--- src/rtl/tuner_phy_ctrl_arb.sv ---
// Shared heater-DAC arbiter for the SEARCH and LOCK tuner controllers of one ring.
// Grants one channel, drives its code, settles, fetches one power sample, returns it.
//
// state  | meaning
// INIT   | idle; arbitrate sampled requests (round-robin on a tie)
// TUNE   | one cycle: DAC update strobe with the winner's code
// SYNC   | settle countdown, then hold o_pwr_req until a sample or timeout
// COMMIT | one cycle: done/err/pwr to the granted channel
module tuner_phy_ctrl_arb #(
  parameter int CODE_WIDTH     = 8,
  parameter int PWR_WIDTH      = 8,
  parameter int SETTLE_CYCLES  = 4,
  parameter int TIMEOUT_CYCLES = 256
) (
  input  logic                  clk,
  input  logic                  rst_n,
  input  logic [1:0]            i_ch_req,
  input  logic [CODE_WIDTH-1:0] i_ch_code_search,
  input  logic [CODE_WIDTH-1:0] i_ch_code_lock,
  output logic [1:0]            o_ch_gnt,
  output logic [1:0]            o_ch_done,
  output logic                  o_ch_err,
  output logic [PWR_WIDTH-1:0]  o_ch_pwr,
  output logic [CODE_WIDTH-1:0] o_tuner_code,
  output logic                  o_tuner_valid,
  output logic                  o_pwr_req,
  input  logic                  i_pwr_valid,
  input  logic [PWR_WIDTH-1:0]  i_pwr,
  output logic [1:0]            o_state
);

  typedef enum logic {CH_SEARCH = 1'b0, CH_LOCK = 1'b1} tuner_ctrl_ch_e;
  typedef enum logic [1:0] {
    ARB_CTRL_INIT   = 2'd0,
    ARB_CTRL_TUNE   = 2'd1,
    ARB_CTRL_SYNC   = 2'd2,
    ARB_CTRL_COMMIT = 2'd3
  } tuner_phy_ctrl_arb_state_e;

  localparam int SW = $clog2((SETTLE_CYCLES > 1) ? SETTLE_CYCLES : 1) + 1;
  localparam int TW = $clog2((TIMEOUT_CYCLES > 1) ? TIMEOUT_CYCLES : 1) + 1;
  localparam logic [SW-1:0] SETTLE_LOAD  = SW'(SETTLE_CYCLES);
  localparam logic [TW-1:0] TIMEOUT_LOAD = TW'(TIMEOUT_CYCLES - 1);

  tuner_phy_ctrl_arb_state_e state_q, state_d;
  tuner_ctrl_ch_e            last_q, last_d, win;
  logic [SW-1:0]             settle_q, settle_d;
  logic [TW-1:0]             tmo_q, tmo_d;
  logic [1:0]                gnt_d, done_d;
  logic                      err_d, tvalid_d, preq_d;
  logic [PWR_WIDTH-1:0]      pwr_d;
  logic [CODE_WIDTH-1:0]     code_d;

  assign o_state = state_q;

  always_comb begin
    state_d  = state_q;
    last_d   = last_q;
    settle_d = settle_q;
    tmo_d    = tmo_q;
    gnt_d    = o_ch_gnt;
    done_d   = '0;
    err_d    = 1'b0;
    pwr_d    = '0;
    code_d   = o_tuner_code;
    tvalid_d = 1'b0;
    preq_d   = o_pwr_req;
    if (i_ch_req == 2'b11) win = (last_q == CH_LOCK) ? CH_SEARCH : CH_LOCK;
    else                   win = i_ch_req[1] ? CH_LOCK : CH_SEARCH;

    case (state_q)
      ARB_CTRL_INIT: begin
        if (i_ch_req != 2'b00) begin
          gnt_d    = (win == CH_LOCK) ? 2'b10 : 2'b01;
          code_d   = (win == CH_LOCK) ? i_ch_code_lock : i_ch_code_search;
          tvalid_d = 1'b1;
          state_d  = ARB_CTRL_TUNE;
        end
      end
      ARB_CTRL_TUNE: begin
        settle_d = SETTLE_LOAD;
        state_d  = ARB_CTRL_SYNC;
      end
      ARB_CTRL_SYNC: begin
        // o_pwr_req low means still settling; high means waiting for a sample
        if (!o_pwr_req) begin
          if (settle_q != '0) begin
            settle_d = settle_q - SW'(1);
          end else begin
            preq_d = 1'b1;
            tmo_d  = TIMEOUT_LOAD;
          end
        end else if (i_pwr_valid) begin
          preq_d  = 1'b0;
          pwr_d   = i_pwr;
          done_d  = o_ch_gnt;
          state_d = ARB_CTRL_COMMIT;
        end else if (tmo_q == '0) begin
          preq_d  = 1'b0;
          err_d   = 1'b1;
          done_d  = o_ch_gnt;
          state_d = ARB_CTRL_COMMIT;
        end else begin
          tmo_d = tmo_q - TW'(1);
        end
      end
      ARB_CTRL_COMMIT: begin
        last_d  = o_ch_gnt[1] ? CH_LOCK : CH_SEARCH;
        gnt_d   = 2'b00;
        state_d = ARB_CTRL_INIT;
      end
      default: state_d = ARB_CTRL_INIT;
    endcase
  end

  always_ff @(posedge clk or negedge rst_n) begin
    if (!rst_n) begin
      state_q       <= ARB_CTRL_INIT;
      last_q        <= CH_LOCK;
      settle_q      <= '0;
      tmo_q         <= '0;
      o_ch_gnt      <= '0;
      o_ch_done     <= '0;
      o_ch_err      <= 1'b0;
      o_ch_pwr      <= '0;
      o_tuner_code  <= '0;
      o_tuner_valid <= 1'b0;
      o_pwr_req     <= 1'b0;
    end else begin
      state_q       <= state_d;
      last_q        <= last_d;
      settle_q      <= settle_d;
      tmo_q         <= tmo_d;
      o_ch_gnt      <= gnt_d;
      o_ch_done     <= done_d;
      o_ch_err      <= err_d;
      o_ch_pwr      <= pwr_d;
      o_tuner_code  <= code_d;
      o_tuner_valid <= tvalid_d;
      o_pwr_req     <= preq_d;
    end
  end

endmodule
--- config.mk ---
export PLATFORM = sky130hd
export DESIGN_NAME = tuner_phy_ctrl_arb
export DESIGN_NICKNAME = d
export VERILOG_FILES = /design/src/rtl/tuner_phy_ctrl_arb.sv
export SDC_FILE = /design/constraint.sdc
export NUM_CORES = 1
export LEC_CHECK = 0
export CORE_ASPECT_RATIO = 1.4
export CORE_UTILIZATION = 50
export CTS_CLUSTER_DIAMETER = 100
export DETAILED_ROUTE_END_ITERATION = 8
export GPL_TIMING_DRIVEN = 1
export PLACE_DENSITY = 0.84
export SYNTH_ARGS = -nofsm -noshare
export SYNTH_HDL_FRONTEND = slang
export SYNTH_SLANG_ARGS = --single-unit
--- constraint.sdc ---
create_clock -name clk -period 6.3 [get_ports clk]
set_clock_uncertainty 0.05 [all_clocks]
set_input_delay 1.26 -clock clk [delete_from_list [all_inputs] [get_ports clk]]
set_output_delay 1.26 -clock clk [all_outputs]
set_load 0.01 [all_outputs]
# --- Word-level counts from Yosys, hierarchy flattened ---
# Cells that the tools add are included.
classes:
  addsub: 2
  eq_ne: 12
  muxes: 37
  reduce_logical: 11
ops:
  columns: ["operator", "n"]
  rows:
  - ["$mux 9", 4]
  - ["$mux 8", 4]
  - ["$mux 2", 10]
  - ["$mux 1", 14]
  - ["$ne 2x2->1 const B", 7]
  - ["$logic_not 9->1", 1]
  - ["$sub 9x1->9 const B", 1]
  - ["$pmux 2 s4", 1]
  - ["$eq 2x2->1 const B", 3]
  - ["$mux 3", 2]
  - ["$pmux 3 s2", 1]
  - ["$reduce_and 3->1", 2]
  - ["$reduce_bool 2->1", 3]
  - ["$pmux 2 s2", 1]
  - ["$reduce_and 2->1", 2]
  - ["$reduce_and 4->1", 1]
  - ["$ne 3x3->1 const B", 1]
  - ["$reduce_bool 3->1", 1]
  - ["$sub 3x1->3 const B", 1]
  - ["$eq 2x1->1 const B", 1]
  - ["$logic_not 2->1", 1]
word_totals:
  reg_bits: 38
  elab_cells: 73

# --- Depth between registers and ports, before layout ---
# Gate-level depths: netlist of run 1.
depth:
  ltp_word: 5
  depth_mapped: 7
  ltp_nobuf: 6

# --- Worst setup path before layout of run 1 ---
# OpenSTA, ideal clock, no wires.
synth_timing:
  path_type: "in2reg"
  startpoint: "in i_pwr_valid"
  endpoint: "reg tmo_q[5]"
  setup_time_ps: 121
  arrival_time_ps: 2189
  t_required_ps: 6129
  setup_slack_ps: 3940
  stages: 3
  cell_sequence: "a311oi_4 > or4b_1 > a22o_1"
synth_via:
  elab_chain_len: 2
synth_rtl:
  columns: ["element", "line", "text"]
  rows:
  - ["from (decl)", "27", "input logic i_pwr_valid,"]
  - ["$ne 2x2->1 (no source line)", null, null]
  - ["$reduce_and 4->1 (no source line)", null, null]
  - ["to (signal assigned)", "133", "tmo_q <= tmo_d;"]
  - ["to (decl)", "48", "logic [TW-1:0] tmo_q, tmo_d;"]
# Every way passes these cells.
# A chain may end at the register's enable or synchronous reset.

# --- Final worst setup path of run 1 ---
layout_timing:
  startpoint: "reg o_pwr_req"
  endpoint: "out o_pwr_req"
layout_lines:
  columns: ["element", "line", "text"]
  rows:
  - ["from (decl)", "26", "output logic o_pwr_req,"]
  - ["from (signal assigned)", "140", "o_pwr_req <= preq_d;"]
# No word-level cell between the ends.

==> results.toml, run 1 <==
[logic_synthesis]
yosys_register_bits = 38
yosys-mux-area-fraction = 0.01181
synthesis.area_sq_um = 1802
synth-warning-count = 0
synth-async-reset-ratio = 1.000
synth_top_family_by_area = "compound AO/OA/AOI/OAI gates"
synth_edf_count = 0
postSynthNetCount = 199
ys_top_cells_by_area = "sky130_fd_sc_hd__dfrtp_1, sky130_fd_sc_hd__a22o_1, sky130_fd_sc_hd__ha_1, sky130_fd_sc_hd__a21o_1, sky130_fd_sc_hd__and2_1"
synth_compound_area_frac = 0.2278
synthSimpleGateAreaFrac = 0.1417
post-synth-top-area-fraction = 0.5139
ys_types = 36
synth_sequential_area_ratio = 0.5285
synth_largest_area_cell = "sky130_fd_sc_hd__dfrtp_1"
syn-mean-instance-area_sq_um = 11.05
post_synth_inst_count = 163
yosys_most_used_dff = "sky130_fd_sc_hd__dfrtp_1"
synthAdderAreaFrac = 0.04861
synth_xor_area_frac = 0.004861

[global_route]
grt_pass1_vias = 1458
wire_length_of_the_first_global_routing_pass_um = 6603
initial_antenna_violation_count = 0
grt.overflow.total = 0
grtUsageTotal = 0.2458
maximum_number_of_pins_on_one_net_before_global_route_repair = 39

[cts]
cts_setup_buffers = 0
cts.clk_slew.worst_paths_ps = 70
post_cts_resize_count = 0
cts_buffers = 5
hold_buffers = 0
clk_root_buffer_cell = "sky130_fd_sc_hd__clkbuf_8"
level_count_of_the_clock_h_tree = 2
worst_skew_pair.late_latency_ps = 290
clock_path_buffers = 2
cts_sinks = 38
cts_tree = "yes"

[critical_path]
critical_path_depth = 1
cp_arrival_ps = 1600
critical_path.startpoint = "o_pwr_req"
critical_path.cell_chain = "clkdlybuf4s50_1"
worstPathRequired_ps = 4990
worst_setup_path_endpoint = "o_pwr_req"
path_class = "reg2out"
ff2ff_setup_slack_ps = 3950
r2r_end = "tmo_q[5]"
path_buf_inv = 1
rr_worst_depth = 6
critical_path_peak_fanout = 17
cp_top_family = "flip-flops"
setup.worst_path.end_class = "output pin"
rr_startpoint = "o_state[0]"
slowest_stage = "sky130_fd_sc_hd__dfrtp_1"
startpoint_type = "flop"
slowest_delay_ps = 660

[drt]
drt_drc_violations_left = 0
drt-initial-drc-count = 59
routed_wire_length_per_instance_um = 16.16
routed_wirelength_um = 4234
vias_per_cell = 5.618
drt.antenna.violating_nets = 0
vias = 1472
drtPass1Iterations = 4

[finish]
final_nets = 257
final_layout_fill_cell_count = 229
diodes = 0
area.growth.synth_to_final_pct = 39.79
utilization_of_the_core_after_routing = 0.7387
drive_above_1_share = 0.09009
layout.cells.most_common = "sky130_fd_sc_hd__clkdlybuf4s50_1"
layout.cells.most_common_list = "sky130_fd_sc_hd__clkdlybuf4s50_1, sky130_fd_sc_hd__dfrtp_1, sky130_fd_sc_hd__a22o_1, sky130_fd_sc_hd__inv_1, sky130_fd_sc_hd__nand2_1"

[die]
floorplan.initialDensity = 0.5284
std_cell_core_area_sq_um = 3410
dieArea_sq_um = 3851
pin_count = 54
die_span_in_x_um = 52.74
number_of_rows_created_at_floorplan = 25
die_y_um = 73.03

[power]
ir_drop_v = 0.0002881
cellLeakagePower_nw = 1.151
post-layout-total-power_w = 0.001115
p_per_area_nw_per_um2 = 442.7

[placed_design]
place.port_buffers = 53
gpl.final_weighted_congestion = 0.8255
hpwl_um = 3104

[timing]
setup_total_negative_slack_ps = 0
finalMaxSlewViolations = 0
crit_path_time_final_ps = 2907
fin_crit_sh = 0.4614
slew_headroom = 0.5339
setup-violations-final = 0
fmaxAchievable_mhz = 344.0
hold_violations = 0
worstMarginPinSlew_ps = 694.5
rsz0062_at_grt = "no"

[flow_run]
max_cap_viol_count = 0

[hold_path]
hp-class = "reg2reg"

[outcome]
status = "completed"
cell type report:
type                            instances  area, sq um  area share
Sequential cell                        38        952.2      0.3780
Timing Repair Buffer                   54        538.0      0.2136
Clock inverter                          2        60.06     0.02384
Multi-Input combinational cell        108        783.3      0.3110
Tap cell                               40        50.05     0.01987
Inverter                               14        52.55     0.02086
Clock buffer                            6        82.58     0.03279
routing by layer:
| layer | vias up | GRT usage | routed length, um |
|---|---|---|---|
| li1 | 701 | - | - |
| met1 | 715 | 0.2721 | 1576 |
| met4 | 0 | 0.1082 | 72 |
| met2 | 49 | 0.4248 | 2324 |
| met5 | - | 0 | 0 |
| met3 | 7 | 0.07292 | 261 |
registers in the layout (all words and copies together) (netlist names):
name	cells
o_tuner_valid	1
o_state	2
o_ch_err	1
o_pwr_req	1
o_ch_done	2
last_q	1
o_ch_gnt	2
settle_q	3
o_ch_pwr	8
tmo_q	9
o_tuner_code	8
cells in the mapped netlist (all sizes together) (2+ instances only):
library cell,count
a211oi,2
a21o,10
a21oi,11
a22o,15
a2bb2oi,2
a31o,2
a31oi,3
and2,10
buf,2
dfrtp,37
ha,7
inv,14
nand2,12
nor2,7
nor3,2
nor3b,2
o21ai,5
o22ai,3
or3,2
or4b,2
worst reg2reg max path, stage by stage, from the launching register on:
cell                       delay, ps
sky130_fd_sc_hd__dfrtp_1         430
sky130_fd_sc_hd__inv_1           120
sky130_fd_sc_hd__ha_1            340
sky130_fd_sc_hd__nand2_1         180
sky130_fd_sc_hd__a311oi_4        450
sky130_fd_sc_hd__or4b_1          470
sky130_fd_sc_hd__a22o_1          190
how the worst min path moves through the flow:
| stage | endpoint | startpoint | slack [ps] | cells after the start |
|---|---|---|---|---|
| 2_1_floorplan | settle_q[1] | settle_q[1] | 420 | 1 |
| 3_3_place_gp | settle_q[1] | settle_q[1] | 440 | 1 |
| 3_5_place_dp | settle_q[1] | settle_q[1] | 430 | 1 |
| 4_1_cts | settle_q[1] | settle_q[1] | 460 | 1 |
| 5_1_grt | settle_q[1] | settle_q[1] | 510 | 1 |
| 6_report | settle_q[1] | settle_q[1] | 460 | 1 |
metrics by stage:
step	instance area (sq um)	hold WS (ps)	setup slack (ps)	cells
floorplan	1802	415.8	3940	163
global placement	2376	435.2	3355	254
detailed placement	2376	434.0	3268	254
CTS	2519	464.5	3392	262
global route	2519	507.3	3276	262
finish	2519	462.4	3393	262
cell families after synthesis:
family / Yosys count
AOI/OAI and AO/OA: 54
xor gates and xnor gates: 1
adders and majority gates: 7
buffers and inverters: 17
DFF: 38
muxes: 2
and+or+nand+nor: 44
report_power, final:
group / internal [W] / leakage, nW / total (W) / switching, W
Clock: 0.000169 / 0.0714 / 0.000254 / 0.0000855
Sequential: 0.000330 / 0.472 / 0.000409 / 0.0000793
Combinational: 0.000240 / 0.607 / 0.000452 / 0.000212
Note: power is estimated with default switching activity, not from simulation.
==> run 2, diff against run 1 <==
--- a/config.mk
+++ b/config.mk
@@ -6,11 +6,11 @@
 export NUM_CORES = 1
 export LEC_CHECK = 0
 export CORE_ASPECT_RATIO = 1.4
-export CORE_UTILIZATION = 50
+export CORE_UTILIZATION = 42
 export CTS_CLUSTER_DIAMETER = 100
 export DETAILED_ROUTE_END_ITERATION = 8
 export GPL_TIMING_DRIVEN = 1
-export PLACE_DENSITY = 0.84
+export PLACE_DENSITY = 0.75
 export SYNTH_ARGS = -nofsm -noshare
 export SYNTH_HDL_FRONTEND = slang
 export SYNTH_SLANG_ARGS = --single-unit
==> constraint.sdc (replaced) <==
create_clock -name clk -period 2.6 [get_ports clk]
set_clock_uncertainty 0.05 [all_clocks]
set_input_delay 0.52 -clock clk [delete_from_list [all_inputs] [get_ports clk]]
set_output_delay 0.52 -clock clk [all_outputs]
set_load 0.01 [all_outputs]
==> run 2 against run 1 <==
The run now ends with design-rule violations left. Flip-flop and latch count unchanged. Non-clock buffer count grew 5. Clock power grew 54%. Die area up 18%. Design area down 0.94%. Combinational power rose to 2.5 times the previous value. Total power grew 120%. Sequential power is 140% higher. Sequential share of layout area up 0.36 points. Count of clock-buffer cells in the layout stayed put. Critical path depth up 6. Critical path type is now reg2reg.
==> results.toml, run 2 (synthesized netlist as in run 1, its figures left out) <==
[drt]
routed_wire_length_per_instance_um = 14.77
vias_per_cell = 5.607
routed_wirelength_um = 3987
drtPass1Iterations = 7
drt-initial-drc-count = 79
drt.antenna.violating_nets = 0
vias = 1514
drt_drc_violations_left = 10

[timing]
rsz0062_at_grt = "no"
hold_violations = 0
crit_path_time_final_ps = 2112
fin_crit_sh = 0.8123
finalMaxSlewViolations = 0
setup-violations-final = 0
setup_total_negative_slack_ps = 0
slew_headroom = 0.4379
whs_ps = 282.6
worstMarginPinSlew_ps = 843.2
fmaxAchievable_mhz = 473.5

[cts]
clock_path_buffers = 2
hold_buffers = 0
cts.clk_slew.worst_paths_ps = 70
cts_sinks = 38
cts_setup_buffers = 0
worst_skew_pair.late_latency_ps = 290
clk_root_buffer_cell = "sky130_fd_sc_hd__clkbuf_8"
post_cts_resize_count = 0
cts_tree = "yes"
level_count_of_the_clock_h_tree = 2
cts_buffers = 5

[die]
pin_count = 54
number_of_rows_created_at_floorplan = 27
die_y_um = 79.50
floorplan.initialDensity = 0.4482
die_span_in_x_um = 57.36
dieArea_sq_um = 4559
std_cell_core_area_sq_um = 4020

[power]
cellLeakagePower_nw = 1.150
power.clock.fraction = 0.157
ir_drop_v = 0.0004480
power_switching_share = 0.3573
p_per_area_nw_per_um2 = 999.1
power.switching_w = 0.0008906
combinationalPowerShare = 0.456
seq_power_share = 0.388
internal_power_w = 0.001602

[finish]
area.growth.synth_to_final_pct = 38.47
largest_registers = "tmo_q (9), o_ch_pwr (8), o_tuner_code (8)"
final-instance-count-excl-fill = 270
drive_above_1_share = 0.1101
final_nets = 262
layout.cells.most_common = "sky130_fd_sc_hd__clkdlybuf4s50_1"
diodes = 0
largest_register_ffs = 9
regMostFlops = "tmo_q"
layout.cells.most_common_list = "sky130_fd_sc_hd__clkdlybuf4s50_1, sky130_fd_sc_hd__dfrtp_1, sky130_fd_sc_hd__a22o_1, sky130_fd_sc_hd__inv_1, sky130_fd_sc_hd__nand2_1"

[outcome]
status = "finished with violations"
failed_checks = "design-rule violations"

[critical_path]
worst_setup_path_endpoint = "tmo_q[5]"
startpoint_type = "flop"
rr_worst_depth = 7
ff2ff_setup_slack_ps = 490
r2r_end = "tmo_q[5]"
critical_path.cell_chain = "inv_1 -> ha_1 -> nor3b_2 -> a31o_2 -> a211oi_2 -> buf_4 -> a22o_1"
critical_path_depth = 7
rr_startpoint = "tmo_q[0]"
path_buf_inv = 2
worstPathRequired_ps = 2720
setup.worst_path.end_class = "flop"
cp_arrival_ps = 2230
slowest_stage = "sky130_fd_sc_hd__nor3b_2"
critical_path.startpoint = "tmo_q[0]"
critical_path_peak_fanout = 7
path_class = "reg2reg"
slowest_delay_ps = 490
cp_top_family = "compound AO/OA/AOI/OAI gates"

[global_route]
grtUsageTotal = 0.1977
initial_antenna_violation_count = 0
wire_length_of_the_first_global_routing_pass_um = 6782
maximum_number_of_pins_on_one_net_before_global_route_repair = 39
grt_pass1_vias = 1536
grt.overflow.total = 0

[placed_design]
place.port_buffers = 53
hpwl_um = 2869
dp_cells = 262
gpl.final_weighted_congestion = 0.7819

[flow_run]
max_cap_viol_count = 0

[hold_path]
hp-class = "in2async"
-- run 2: how the worst min path moves through the flow --
stage	startpoint	end
finish	rst_n	o_tuner_code[5]
detailed placement	settle_q[1]	settle_q[1]
floorplan	rst_n	o_ch_done[0]
global route	rst_n	o_tuner_code[5]
global placement	settle_q[1]	settle_q[1]
CTS	rst_n	o_ch_done[0]
-- run 2: routing by layer --
metal,wire (um),vias up,global-route usage
met2,1953,58,0.3314
met1,1625,738,0.2267
met3,308,10,0.05186
met4,99,0,0.1073
li1,-,708,-
met5,0,-,0
-- run 2: power by group through the flow --
stage / combinational [W] / sequential, W / clock (W)
final: 0.00114 / 0.000966 / 0.000390
after global routing: 0.00126 / 0.000990 / 0.000427
after CTS: 0.00115 / 0.000966 / 0.000404
after detailed placement: 0.00115 / 0.000975 / 0
after global placement: 0.00112 / 0.000968 / 0
after floorplan: 0.000656 / 0.000993 / 0
-- run 2: final cells by class --
cell class / instances / area (sq um)
Fill cell: 344 / 1525
Sequential cell: 38 / 952.2
Multi-Input combinational cell: 108 / 783.3
Timing Repair Buffer: 59 / 570.5
Clock buffer: 6 / 72.57
Tap cell: 43 / 53.80
Inverter: 14 / 52.55
Clock inverter: 2 / 10.01
-- run 2: worst register-to-register path, cell delays in order, from the launching register on --
cell and delay (ps):
sky130_fd_sc_hd__dfrtp_1 380, sky130_fd_sc_hd__inv_1 90, sky130_fd_sc_hd__ha_1 230, sky130_fd_sc_hd__nor3b_2 490
sky130_fd_sc_hd__a31o_2 280, sky130_fd_sc_hd__a211oi_2 90, sky130_fd_sc_hd__buf_4 170, sky130_fd_sc_hd__a22o_1 210
-- run 2: metrics by stage --
step	power (W)	instance area [sq um]	util	setup slack, ps
global placement	0.002084	2412	0.6001	539.7
floorplan	0.001649	1802	-	489.2
CTS	0.002519	2495	0.6206	497.8
detailed placement	0.002120	2412	0.6001	493.2
finish	0.002493	2495	0.6206	488.1
global route	0.002680	2495	0.6206	346.1
==> run 3, diff against run 2 <==
--- a/config.mk
+++ b/config.mk
@@ -6,11 +6,11 @@
 export NUM_CORES = 1
 export LEC_CHECK = 0
 export CORE_ASPECT_RATIO = 1.4
-export CORE_UTILIZATION = 42
+export CORE_UTILIZATION = 46
 export CTS_CLUSTER_DIAMETER = 100
 export DETAILED_ROUTE_END_ITERATION = 8
 export GPL_TIMING_DRIVEN = 1
-export PLACE_DENSITY = 0.75
+export PLACE_DENSITY = 0.78
 export SYNTH_ARGS = -nofsm -noshare
 export SYNTH_HDL_FRONTEND = slang
 export SYNTH_SLANG_ARGS = --single-unit
==> constraint.sdc (replaced) <==
create_clock -name clk -period 2.2 [get_ports clk]
set_clock_uncertainty 0.05 [all_clocks]
set_input_delay 0.44 -clock clk [delete_from_list [all_inputs] [get_ports clk]]
set_output_delay 0.44 -clock clk [all_outputs]
set_load 0.01 [all_outputs]
==> run 3 against run 2 <==
The flow now finishes without violations. Count of clock-buffer cells in the layout down 1. Flip-flop and latch count unchanged. Global-route usage up 1.7 points. Cell count up 0.74%. Core utilization up 6.8 points. Critical path depth down 1. Die area down 8.4%. Hold slack better by 180 ps. Combinational power up 20%. Critical path type unchanged.
==> results.toml, run 3 (synthesized netlist as in run 1, its figures left out) <==
[outcome]
status = "completed"

[global_route]
wire_length_of_the_first_global_routing_pass_um = 6665
grt_pass1_vias = 1596
maximum_number_of_pins_on_one_net_before_global_route_repair = 39
initial_antenna_violation_count = 0
grtUsageTotal = 0.2150
grt.overflow.total = 0

[critical_path]
cp_arrival_ps = 2150
startpoint_type = "flop"
critical_path.cell_chain = "inv_1 -> ha_1 -> nand2_1 -> a311oi_4 -> or4b_1 -> a22o_1"
slowest_stage = "sky130_fd_sc_hd__or4b_1"
critical_path_depth = 6
rr_worst_depth = 6
slowest_delay_ps = 470
rr_startpoint = "o_state[0]"
critical_path_peak_fanout = 5
setup.worst_path.end_class = "flop"
path_class = "reg2reg"
worstPathRequired_ps = 2330
critical_path.startpoint = "o_state[0]"
cp_top_family = "simple AND/OR/NAND/NOR gates"
path_buf_inv = 1

[cts]
cts_tree = "yes"
cts_sinks = 38
cts_buffers = 5
worst_skew_pair.late_latency_ps = 290
clk_root_buffer_cell = "sky130_fd_sc_hd__clkbuf_8"
hold_buffers = 0
level_count_of_the_clock_h_tree = 2
clock_path_buffers = 2
cts.clk_slew.worst_paths_ps = 70

[die]
pin_count = 54
number_of_rows_created_at_floorplan = 26
std_cell_core_area_sq_um = 3709
die_y_um = 76.05
die_span_in_x_um = 54.90
floorplan.initialDensity = 0.4858
dieArea_sq_um = 4175

[power]
p_per_area_nw_per_um2 = 1216
power_switching_share = 0.3485
internal_power_w = 0.002022
ir_drop_v = 0.0007503
power.clock.fraction = 0.186
power.switching_w = 0.001082
combinationalPowerShare = 0.443
cellLeakagePower_nw = 1.187
seq_power_share = 0.371

[finish]
diodes = 0
largest_register_ffs = 9
final_nets = 265
layout.cells.most_common = "sky130_fd_sc_hd__clkdlybuf4s50_1"
regMostFlops = "tmo_q"
layout.cells.most_common_list = "sky130_fd_sc_hd__clkdlybuf4s50_1, sky130_fd_sc_hd__dfrtp_1, sky130_fd_sc_hd__a22o_1, sky130_fd_sc_hd__inv_1, sky130_fd_sc_hd__nand2_1"
largest_registers = "tmo_q (9), o_ch_pwr (8), o_tuner_code (8)"
drive_above_1_share = 0.1217
area.growth.synth_to_final_pct = 41.74
final-instance-count-excl-fill = 272

[timing]
finalMaxSlewViolations = 0
rsz0062_at_grt = "no"
fin_crit_sh = 0.9183
worstMarginPinSlew_ps = 485.1
slew_headroom = 0.6766
crit_path_time_final_ps = 2020
hold_violations = 0
setup_total_negative_slack_ps = 0
setup-violations-final = 0
fmaxAchievable_mhz = 495.0

[hold_path]
worstHoldPathCells = 1
hp-class = "reg2reg"
hold_start = "settle_q[1]"

[drt]
routed_wirelength_um = 4075
drt_drc_violations_left = 0
drtPass1Iterations = 4
vias_per_cell = 5.518
routed_wire_length_per_instance_um = 14.98
vias = 1501
drt-initial-drc-count = 34
drt.antenna.violating_nets = 0

[placed_design]
gpl.final_weighted_congestion = 0.8498
dp_cells = 264
hpwl_um = 3026
place.port_buffers = 53

[flow_run]
max_cap_viol_count = 0
[run 3: changes by cell type in the layout (fill, tap and decap cells not counted)]
cell	delta
sky130_fd_sc_hd__clkdlybuf4s50_1	+1
sky130_fd_sc_hd__nor3b_2	-1
sky130_fd_sc_hd__bufinv_16	+1
sky130_fd_sc_hd__buf_2	-1
sky130_fd_sc_hd__nor3b_4	+1
sky130_fd_sc_hd__buf_4	+3
sky130_fd_sc_hd__clkbuf_1	-1
[run 3: layout make-up]
class / instances / area, sq um
Inverter: 14 / 52.55
Tap cell: 42 / 52.55
Fill cell: 290 / 1155
Clock inverter: 3 / 40.04
Clock buffer: 5 / 68.82
Sequential cell: 38 / 952.2
Timing Repair Buffer: 62 / 598.1
Multi-Input combinational cell: 108 / 789.5
[run 3: path summary, 6_finish.rpt]
kind / slack, ps / end
worst max-delay path: 180 / tmo_q[5]
worst min-delay path: 460 / settle_q[1]
worst max register to register: 180 / tmo_q[5]
worst min register to register: 460 / settle_q[1]
max in group asynchronous: 1220 / last_q
min in group asynchronous: 520 / o_ch_pwr[1]
[run 3: power groups by stage]
stage	sequential (W)	clock, W	combinational [W]
after detailed placement	0.00116	0	0.00138
after floorplan	0.00117	0	0.000776
final	0.00115	0.000577	0.00137
after CTS	0.00115	0.000594	0.00139
after global routing	0.00119	0.000624	0.00151
after global placement	0.00114	0	0.00131
[run 3: timing repair]
item | 4_1_cts | 5_1_grt
buffers inserted | 0 | 0
setup endpoints to repair | 0 | 6
endpoints found under the hold margin | 0 | 0
resized for setup | 0 | 1
[run 3: metal layers]
layer	part of all wire	GRT usage	vias up
met4	0.011	0.08000	0
li1	-	-	717
met5	0	0	-
met3	0.062	0.05389	7
met2	0.54	0.3783	39
met1	0.39	0.2326	738
[run 3: per-stage QoR]
stage	area, sq um	setup slack (ps)	util	hold WS [ps]	power, W
after floorplan	1802	89.17	-	94.41	0.001949
after global placement	2439	201.4	0.6576	441.6	0.002451
after detailed placement	2439	123.4	0.6576	436.2	0.002539
after CTS	2547	106.1	0.6869	457.8	0.003129
after global routing	2554	83.91	0.6886	481.5	0.003324
final	2554	179.8	0.6886	458.4	0.003104
